`src/rtl/hdmi_tx_timing_gen.sv`:
```
// hdmi_tx_timing_gen: parametrised video timing generator and HDMI TX output
// stage. Issues a lead-time pixel request to the upstream read FIFO, carries
// the request-position sync/enable/coordinates through a LEAD-deep delay line
// and registers sync and RGB toward the TX chip. Flags FIFO underflow during
// pass-through active video.
module hdmi_tx_timing_gen #(
  parameter int CW       = 8,
  parameter int H_ACTIVE = 1920,
  parameter int H_FP     = 88,
  parameter int H_SYNC   = 44,
  parameter int H_BP     = 148,
  parameter int V_ACTIVE = 1080,
  parameter int V_FP     = 4,
  parameter int V_SYNC   = 5,
  parameter int V_BP     = 36,
  parameter int HS_POL   = 1,
  parameter int VS_POL   = 1,
  parameter int LEAD     = 2,
  parameter int CNT_W    = 12
) (
  input  logic            pix_clk,
  input  logic            rst,
  input  logic            init_over,
  input  logic [1:0]      mode,
  input  logic [3*CW-1:0] solid_rgb,
  input  logic [3*CW-1:0] pix_in,
  input  logic            pix_in_vld,
  input  logic            err_clr,
  output logic            pix_req,
  output logic            frame_req_start,
  output logic            vs_out,
  output logic            hs_out,
  output logic            de_out,
  output logic [CW-1:0]   r_out,
  output logic [CW-1:0]   g_out,
  output logic [CW-1:0]   b_out,
  output logic            underflow,
  output logic [15:0]     underflow_cnt
);

  localparam int H_TOTAL = H_ACTIVE + H_FP + H_SYNC + H_BP;
  localparam int V_TOTAL = V_ACTIVE + V_FP + V_SYNC + V_BP;
  localparam int BAR_W   = H_ACTIVE / 8;

  localparam logic [CNT_W-1:0] H_LAST = CNT_W'(H_TOTAL - 1);
  localparam logic [CNT_W-1:0] V_LAST = CNT_W'(V_TOTAL - 1);
  localparam logic [CNT_W-1:0] H_ACT  = CNT_W'(H_ACTIVE);
  localparam logic [CNT_W-1:0] V_ACT  = CNT_W'(V_ACTIVE);
  localparam logic [CNT_W-1:0] H_SS   = CNT_W'(H_ACTIVE + H_FP);
  localparam logic [CNT_W-1:0] H_SE   = CNT_W'(H_ACTIVE + H_FP + H_SYNC);
  localparam logic [CNT_W-1:0] V_SS   = CNT_W'(V_ACTIVE + V_FP);
  localparam logic [CNT_W-1:0] V_SE   = CNT_W'(V_ACTIVE + V_FP + V_SYNC);
  localparam logic             HS_ON  = 1'(HS_POL);
  localparam logic             VS_ON  = 1'(VS_POL);

  // Colour-bar pattern: white, yellow, cyan, green, magenta, red, blue, black;
  // anything past the last full bar falls into the black slot.
  function automatic logic [3*CW-1:0] f_bar(input logic [CNT_W-1:0] x);
    logic [2:0] idx;
    logic [2:0] c;
    idx = '0;
    for (int i = 1; i < 8; i++)
      if (int'(x) >= i * BAR_W) idx = 3'(i);
    case (idx)
      3'd0:    c = 3'b111;
      3'd1:    c = 3'b110;
      3'd2:    c = 3'b011;
      3'd3:    c = 3'b010;
      3'd4:    c = 3'b101;
      3'd5:    c = 3'b100;
      3'd6:    c = 3'b001;
      default: c = 3'b000;
    endcase
    return {{CW{c[2]}}, {CW{c[1]}}, {CW{c[0]}}};
  endfunction

  // Grid pattern: white lines every 32 pixels/lines.
  function automatic logic [3*CW-1:0] f_grid(input logic [4:0] x, input logic [4:0] y);
    return (x == 5'd0 || y == 5'd0) ? {3*CW{1'b1}} : {3*CW{1'b0}};
  endfunction

  logic [CNT_W-1:0] r_h_cnt, r_v_cnt;
  logic [1:0]       r_mode;
  logic             w_de_i, w_hs_i, w_vs_i, w_sof, w_wrap;

  logic             r_de_p0, r_hs_p0, r_vs_p0, r_sof_p0;
  logic [CNT_W-1:0] r_x_p0;
  logic [4:0]       r_y_p0;

  logic             r_de_dl [LEAD];
  logic             r_hs_dl [LEAD];
  logic             r_vs_dl [LEAD];
  logic [CNT_W-1:0] r_x_dl  [LEAD];
  logic [4:0]       r_y_dl  [LEAD];

  logic             w_de_d, w_hs_d, w_vs_d, w_uf;
  logic [CNT_W-1:0] w_x_d;
  logic [4:0]       w_y_d;
  logic [3*CW-1:0]  w_rgb;

  logic             r_vs_out, r_hs_out, r_de_out, r_uf;
  logic [3*CW-1:0]  r_rgb_out;
  logic [15:0]      r_uf_cnt;

  assign w_de_i = (r_h_cnt < H_ACT) && (r_v_cnt < V_ACT);
  assign w_hs_i = (r_h_cnt >= H_SS) && (r_h_cnt < H_SE);
  assign w_vs_i = (r_v_cnt >= V_SS) && (r_v_cnt < V_SE);
  assign w_sof  = (r_h_cnt == '0) && (r_v_cnt == '0);
  assign w_wrap = (r_h_cnt == H_LAST) && (r_v_cnt == V_LAST);

  // Horizontal/vertical position counters (request position).
  always_ff @(posedge pix_clk) begin
    if (rst) begin
      r_h_cnt <= '0;
      r_v_cnt <= '0;
    end else if (r_h_cnt == H_LAST) begin
      r_h_cnt <= '0;
      r_v_cnt <= (r_v_cnt == V_LAST) ? '0 : r_v_cnt + CNT_W'(1);
    end else begin
      r_h_cnt <= r_h_cnt + CNT_W'(1);
    end
  end

  // Pattern mode is latched only at the frame boundary so a frame never tears.
  always_ff @(posedge pix_clk) begin
    if (rst)         r_mode <= 2'd0;
    else if (w_wrap) r_mode <= mode;
  end

  // Stage p0: registered request-position signals; de_p0 doubles as pix_req.
  always_ff @(posedge pix_clk) begin
    if (rst) begin
      r_de_p0  <= 1'b0;
      r_hs_p0  <= 1'b0;
      r_vs_p0  <= 1'b0;
      r_sof_p0 <= 1'b0;
      r_x_p0   <= '0;
      r_y_p0   <= '0;
    end else begin
      r_de_p0  <= w_de_i;
      r_hs_p0  <= w_hs_i;
      r_vs_p0  <= w_vs_i;
      r_sof_p0 <= w_sof;
      r_x_p0   <= r_h_cnt;
      r_y_p0   <= r_v_cnt[4:0];
    end
  end

  // Stage p1..pLEAD: delay line matching the upstream FIFO read latency.
  always_ff @(posedge pix_clk) begin
    if (rst) begin
      for (int i = 0; i < LEAD; i++) begin
        r_de_dl[i] <= 1'b0;
        r_hs_dl[i] <= 1'b0;
        r_vs_dl[i] <= 1'b0;
        r_x_dl[i]  <= '0;
        r_y_dl[i]  <= '0;
      end
    end else begin
      r_de_dl[0] <= r_de_p0;
      r_hs_dl[0] <= r_hs_p0;
      r_vs_dl[0] <= r_vs_p0;
      r_x_dl[0]  <= r_x_p0;
      r_y_dl[0]  <= r_y_p0;
      for (int i = 1; i < LEAD; i++) begin
        r_de_dl[i] <= r_de_dl[i-1];
        r_hs_dl[i] <= r_hs_dl[i-1];
        r_vs_dl[i] <= r_vs_dl[i-1];
        r_x_dl[i]  <= r_x_dl[i-1];
        r_y_dl[i]  <= r_y_dl[i-1];
      end
    end
  end

  assign w_de_d = r_de_dl[LEAD-1];
  assign w_hs_d = r_hs_dl[LEAD-1];
  assign w_vs_d = r_vs_dl[LEAD-1];
  assign w_x_d  = r_x_dl[LEAD-1];
  assign w_y_d  = r_y_dl[LEAD-1];

  // Pixel source selection and underflow detection in the consume cycle.
  always_comb begin
    w_uf  = (r_mode == 2'd0) && w_de_d && !pix_in_vld;
    w_rgb = '0;
    if (w_de_d) begin
      case (r_mode)
        2'd0:    if (pix_in_vld) w_rgb = pix_in;
        2'd1:    w_rgb = f_bar(w_x_d);
        2'd2:    w_rgb = solid_rgb;
        default: w_rgb = f_grid(w_x_d[4:0], w_y_d);
      endcase
    end
  end

  // Output register toward the TX chip; held at 0 until the chip is configured.
  always_ff @(posedge pix_clk) begin
    if (rst || !init_over) begin
      r_vs_out  <= 1'b0;
      r_hs_out  <= 1'b0;
      r_de_out  <= 1'b0;
      r_rgb_out <= '0;
    end else begin
      r_vs_out  <= w_vs_d ? VS_ON : ~VS_ON;
      r_hs_out  <= w_hs_d ? HS_ON : ~HS_ON;
      r_de_out  <= w_de_d;
      r_rgb_out <= w_rgb;
    end
  end

  // Sticky underflow flag and saturating count; a clear loses to a new event.
  always_ff @(posedge pix_clk) begin
    if (rst) begin
      r_uf     <= 1'b0;
      r_uf_cnt <= '0;
    end else if (err_clr) begin
      r_uf     <= w_uf;
      r_uf_cnt <= w_uf ? 16'd1 : 16'd0;
    end else if (w_uf) begin
      r_uf <= 1'b1;
      if (r_uf_cnt != 16'hFFFF) r_uf_cnt <= r_uf_cnt + 16'd1;
    end
  end

  assign pix_req         = r_de_p0;
  assign frame_req_start = r_sof_p0;
  assign vs_out          = r_vs_out;
  assign hs_out          = r_hs_out;
  assign de_out          = r_de_out;
  assign r_out           = r_rgb_out[3*CW-1:2*CW];
  assign g_out           = r_rgb_out[2*CW-1:CW];
  assign b_out           = r_rgb_out[CW-1:0];
  assign underflow       = r_uf;
  assign underflow_cnt   = r_uf_cnt;

endmodule

```
`config.mk`:
```
export PLATFORM = sky130hd
export DESIGN_NAME = hdmi_tx_timing_gen
export DESIGN_NICKNAME = d
export VERILOG_FILES = /design/src/rtl/hdmi_tx_timing_gen.sv
export SDC_FILE = /design/constraint.sdc
export NUM_CORES = 1
export LEC_CHECK = 0
export CAP_MARGIN = 10
export CORE_MARGIN = 2
export CORE_UTILIZATION = 51
export DETAILED_ROUTE_END_ITERATION = 7
export HOLD_SLACK_MARGIN = 0.06
export PLACE_DENSITY = 0.81
export SETUP_SLACK_MARGIN = 0.5
export SYNTH_ARGS = -nofsm -noshare
export SYNTH_HDL_FRONTEND = slang
export SYNTH_SLANG_ARGS = --single-unit
```
`constraint.sdc`:
```
create_clock -name pix_clk -period 2.75 [get_ports pix_clk]
set_input_delay 0.825 -clock pix_clk [delete_from_list [all_inputs] [get_ports pix_clk]]
set_output_delay 0.825 -clock pix_clk [all_outputs]
set_load 0.1 [all_outputs]
```
# Word-level counts from Yosys, hierarchy flattened
# Memories as Yosys holds them, arrays and structs flattened.
# Index checks and enable logic that the tools add are counted.
# totals
ff_bits	91
ramBits	40
in_bits	55
out_inout_bits	46
wordCells	115
n_memories	5
# mem_list
name	depth	word_bits	rd	rd_ports_with_merged_regs	write_ports	line_no	text
r_x_dl	2	12	2	0	2	93	logic [CNT_W-1:0] r_x_dl [LEAD];
r_y_dl	2	5	2	0	2	94	logic [4:0] r_y_dl [LEAD];
r_de_dl	2	1	2	0	2	90	logic r_de_dl [LEAD];
r_hs_dl	2	1	2	0	2	91	logic r_hs_dl [LEAD];
r_vs_dl	2	1	2	0	2	92	logic r_vs_dl [LEAD];
# classes
n_addsub	3
n_lt_le_gt_ge	13
eq_ne	11
mux	35
bitwise_logic	11
n_reduce_logical	22
# op_table
op	count
case mux 24 bit (3 select lines)	1
>= comparator 12 x 11 -> 1 bit, second input constant	5
2-to-1 mux 16 bit	3
2-to-1 mux 24 bit	2
< comparator 12 x 11 -> 1 bit, second input constant	3
2-to-1 mux 12 bit	3
adder 12 x 1 -> 12 bit, second input constant	2
>= comparator 12 x 10 -> 1 bit, second input constant	2
logical NOT 12 bit	2
2-to-1 mux 3 bit	8
case mux 3 bit (7 select lines)	1
adder 16 x 1 -> 16 bit, second input constant	1
!= test 16 bit, second input constant	1
2-to-1 mux 1 bit	15
equality test 12 x 11 -> 1 bit, second input constant	1
equality test 12 bit, second input constant	1
>= comparator 12 x 8 -> 1 bit, second input constant	1
>= comparator 12 x 9 -> 1 bit, second input constant	1
< comparator 12 bit, second input constant	1
logical NOT 5 bit	2
2-to-1 mux 5 bit	2
OR 1 bit	10
equality test 3 bit, second input constant	3
logical AND 1 bit	7
other kinds (12)	17

# Logic depth before layout (Yosys ltp)
# An unclocked memory read counts as a cell.
# depth
ltp_word	14
depth_mapped	8
mapped_depth_nobuf	6

# Worst setup path after synthesis
# OpenSTA, ideal clock, no wires.
# synth_timing
kind	reg2reg
startpoint	reg r_uf_cnt[6], in the netlist underflow_cnt[6]
endpoint	reg r_uf_cnt[0], in the netlist underflow_cnt[0]
setup_ps	71
arrival_ps	2482
required_time_ps	2679
path_slack_ps	197
stages_incl_launch_ff	6
path_buffers	0
synth_period_minus_slack_ps	2553
path_cell_list	dfxtp_1 nand4_1 nor4_2 a21oi_1 nand2b_1 a21oi_1
# synth_via
elab_chain_cells	3
# synth_rtl
item	line_no	text
start: declaration	103	logic [15:0] r_uf_cnt;
start signal: assignment	217	r_uf_cnt <= w_uf ? 16'd1 : 16'd0;
start signal: assignment	220	if (r_uf_cnt != 16'hFFFF) r_uf_cnt <= r_uf_cnt + 16'd1;
!= test 16 bit	220	
nonzero test 2 bit (no source line)	--	
AND reduction 2 bit (no source line)	--	
# Every way passes these cells.
# A chain may end at the register's enable or synchronous reset.

# Final worst setup path
# layout_timing
startpoint	in pix_in_vld
endpoint	reg r_uf_cnt[13], in the netlist underflow_cnt[13]
# layout_via
elab_chain_cells	4
# layout_rtl
item	line_no	text
start: declaration	27	input logic pix_in_vld,
logical NOT 1 bit	183	w_uf = (r_mode == 2'd0) && w_de_d && !pix_in_vld;
logical AND 1 bit	183	
nonzero test 2 bit (no source line)	--	
AND reduction 2 bit (no source line)	--	
# Every way passes these cells.

==> results.yml <==
run_status:
  outcome: "completed"
synthesis:
  ys_async_sr_fraction: 0
  ys_types: 53
  avgSynthCellArea_um2: 9.57
  ys_ff_latch: 131
  syn-cell-area_um2: 4920
  synth_nets: 574
  yosysSeqAreaShare: 0.533
  synth_edf_count: 0
  syn-instance-count: 514
  yosysWarnings: 0
  synth_flop_cell: "dfxtp_1"
sta:
  skew_ps: 6.41
  finalWorstSetupSlack_ps: 452
  timing.fmax_mhz: 435
  relSlewSlack: 0.512
  setup_viol: 0
  setup_tns_ps: 0
  rsz0062_at_grt: "yes"
  holdWs_ps: 428
  final_hold_viol_count: 0
  period_needed_ps: 2300
  finalMaxSlewViolations: 0
  fin_crit_sh: 0.836
  worst_pin_slew_ps: 725
place:
  place_hpwl_mm: 7.51
  place.gp.congestion: 0.903
  port_buffers: 100
  pre_cts_slack_ps: 44.5
  post_dp_cell_area_um2: 5950
power:
  power.share.clock: 0.508
  p_int_mw: 3.41
  p_leak_nw: 2.55
  swShare: 0.212
  power.switching_uw: 918
  p_per_area_nw_per_um2: 657
  vdd_drop_max_mv: 0.494
  p_comb_frac: 0.049
  pwr-share-seq: 0.444
critical_path:
  arrival_ps: 2690
  cp_max_fo: 3
  rrSetupSlack_ps: 530
  path_buf_inv: 1
  rr_endpoint: "r_mode[0]"
  r2r_cells: 6
  r2r-start: "r_h_cnt[10]"
  crit_family: "compound AO/OA/AOI/OAI gates"
  criticalPathCategory: "input port to register"
  startpoint_type: "input port"
  crit_slowest_cell: "a2111oi_1"
  slowest_delay_ps: 610
  end_kind: "register"
  required_ps: 3140
  path_cells: "clkdlybuf4s50_1 -> nor4b_2 -> o2111ai_1 -> a2111oi_1 -> xnor2_1 -> nor2_1"
clock_tree:
  insertion_delay_ps: 520
  numClockSinks: 131
  cts-root-buf: "clkbuf_8"
  cts_tree: "yes"
  cts.hold.buffers_added: 0
  clk_pin_slew_worst_paths_ps: 60
  ctsLongestPathBuffers: 2
  cts_made_buffers: 17
  htreeDepth: 4
final_layout:
  fillers: 675
  drive_above_1_share: 0.199
  design_area_um2: 6590
  area_delta_synth_final_pct: 34.1
  n_antenna_cell: 0
  final_nets: 681
  finish.utilization: 0.710
global_route:
  busiest_layer: "met2"
  antenna_found_initial: 0
  use_met3: 0.0616
  track_usage: 0.206
  grtUsageMet1: 0.238
  grt_remaining_overflow: 0
  use_met2: 0.360
  grt_pass1_wl_mm: 16.7
  grt_pass1_vias: 3640
  grt_max_degree: 38
die:
  fp.dieArea_um2: 10400
  rows: 35
  die_w_um: 102
  ios: 101
  start_util: 0.530
  dieHeight_um: 102
  core-area_um2: 9280
routing:
  drt-pass1-iter-count: 5
  routed_wl_mm: 11.1
  drt_iter0_markers: 205
  route.vias.total: 3961
  drc: 0
  ant_nets: 0
  wl_per_cell_um: 14.5
  via_per_inst: 5.19
job:
  maxCapViolations: 0
worst_hold_path:
  hold_path.class: "register to register"
  hp-start: "r_vs_dl[0][1]"
  holdPathStages: 1
  hold_end: "vs_out"
[worst max-delay path by stage]
stage	from	endpoint	slack, ps	cells after the start
floorplan	underflow_cnt[15]	underflow_cnt[0]	500	5
global placement	pix_in_vld	underflow_cnt[13]	170	6
detailed placement	pix_in_vld	underflow_cnt[14]	40	7
CTS	r_h_cnt[9]	r_mode[0]	520	6
global route	pix_in_vld	underflow_cnt[13]	380	6
finish	pix_in_vld	underflow_cnt[13]	450	6
[kinds of logic (layout without fill, tap and decap cells)]
| logic type | after synthesis | after routing | share of synthesized area |
|---|---|---|---|
| multiplexers | 4 | 4 | 0.00839 |
| flip-flops | 131 | 131 | 0.533 |
| AO/OA/AOI/OAI | 86 | 86 | 0.121 |
| adder cells (fa/ha/maj) | 5 | 5 | 0.0127 |
| XOR/XNOR | 32 | 32 | 0.0570 |
| AND/OR/NAND/NOR | 217 | 217 | 0.235 |
| buffers and inverters | 39 | 159 | 0.0328 |
[cell usage after synthesis, drive strengths merged (2+ instances only)]
| cell | instances | area, um2 |
|---|---|---|
| o21bai | 8 | 60.1 |
| buf | 3 | 26.3 |
| nor2b | 55 | 344 |
| a21oi | 26 | 130 |
| nand3 | 15 | 75.1 |
| a211oi | 5 | 37.5 |
| and2 | 4 | 25.0 |
| nand4 | 10 | 62.6 |
| ha | 5 | 62.6 |
| nor2 | 66 | 248 |
| o21ai | 4 | 20.0 |
| xor2 | 7 | 61.3 |
| nor4b | 2 | 17.5 |
| and3 | 3 | 18.8 |
| xnor2 | 25 | 219 |
| inv | 11 | 41.3 |
| a2111oi | 2 | 17.5 |
| o211ai | 3 | 22.5 |
| clkbuf | 25 | 93.8 |
| or4 | 3 | 30.0 |
| nand2b | 4 | 25.0 |
| and4 | 3 | 26.3 |
| mux2i | 3 | 30.0 |
| a31o | 2 | 17.5 |
| a22oi | 16 | 120 |
| nor3b | 2 | 15.0 |
| or2 | 3 | 21.3 |
| nor4 | 8 | 71.3 |
| o2111ai | 2 | 17.5 |
| nand2 | 24 | 90.1 |
| a221oi | 8 | 70.1 |
| dfxtp | 131 | 2620 |
| nor3 | 11 | 55.1 |
[placed cells by master (no fill, tap or decap), types with 4 or more instances in the layout]
cell               n
and2_1             4
a211oi_1           5
o21bai_1           8
a22oi_1           16
xor2_1             7
clkbuf_16         16
ha_1               5
clkinv_2           6
nand3_1           15
nor4_1             5
nor3_1            11
dfxtp_1          114
buf_4             62
xnor2_1           25
nor2_1            66
o21ai_0            4
clkdlybuf4s50_1   53
a221oi_1           8
dfxtp_2           16
a21oi_1           26
inv_1             11
nand4_1           10
nand2b_1           4
nor2b_1           55
nand2_1           24
[through the flow]
step | instances | power, mW
3_5_place_dp | 726 | 2.17
5_1_grt | 763 | 4.47
4_1_cts | 761 | 4.36
6_report | 763 | 4.33
2_1_floorplan | 514 | 2.06
3_3_place_gp | 726 | 2.17
[final cells by class]
cell class                 count  area (um2)  area share
sequential                   131        2650       0.401
clock inverter                14         161      0.0245
multi-input combinational    344        2150       0.327
inverter                      11        41.3     0.00626
tap                          129         161      0.0245
clock buffer                  18         428      0.0649
timing repair buffer         116        1000       0.152
[power by group through the flow]
| stage | sequential, mW | combinational [mW] | clock (mW) |
|---|---|---|---|
| finish | 1.92 | 0.211 | 2.20 |
| global route | 1.92 | 0.225 | 2.32 |
| CTS | 1.92 | 0.212 | 2.23 |
| detailed placement | 1.96 | 0.210 | 0 |
| global placement | 1.96 | 0.207 | 0 |
| floorplan | 2.00 | 0.0656 | 0 |
[what timing repair did]
| action | in CTS | in global routing |
|---|---|---|
| resized for setup | 1 | 5 |
| endpoints found under the setup margin | 13 | 17 |
| setup buffers | 3 | 2 |
| pin swaps | 2 | 4 |
[worst reg2reg max path, cell delays in order (launching register included)]
cell	delay, ps
dfxtp_4	340
or4_4	550
or4_4	600
nor4_4	140
buf_4	190
mux2i_1	220
nor2_1	60
[state kept, by name (all words and copies together) (netlist names), 2 cells and up]
signal         cells
r_rgb_out         24
r_x_dl            24
underflow_cnt     16
r_h_cnt           12
r_v_cnt           12
r_x_p0            12
r_y_dl            10
r_y_p0             5
r_de_dl            2
r_hs_dl            2
r_mode             2
r_vs_dl            2
[routing by layer]
metal	wire [um]	vias to the layer above
met5	0	-
met2	5320	140
li1	-	1989
met1	4730	1812
met4	173	0
met3	830	20
Power figures use the tool's default switching activity.
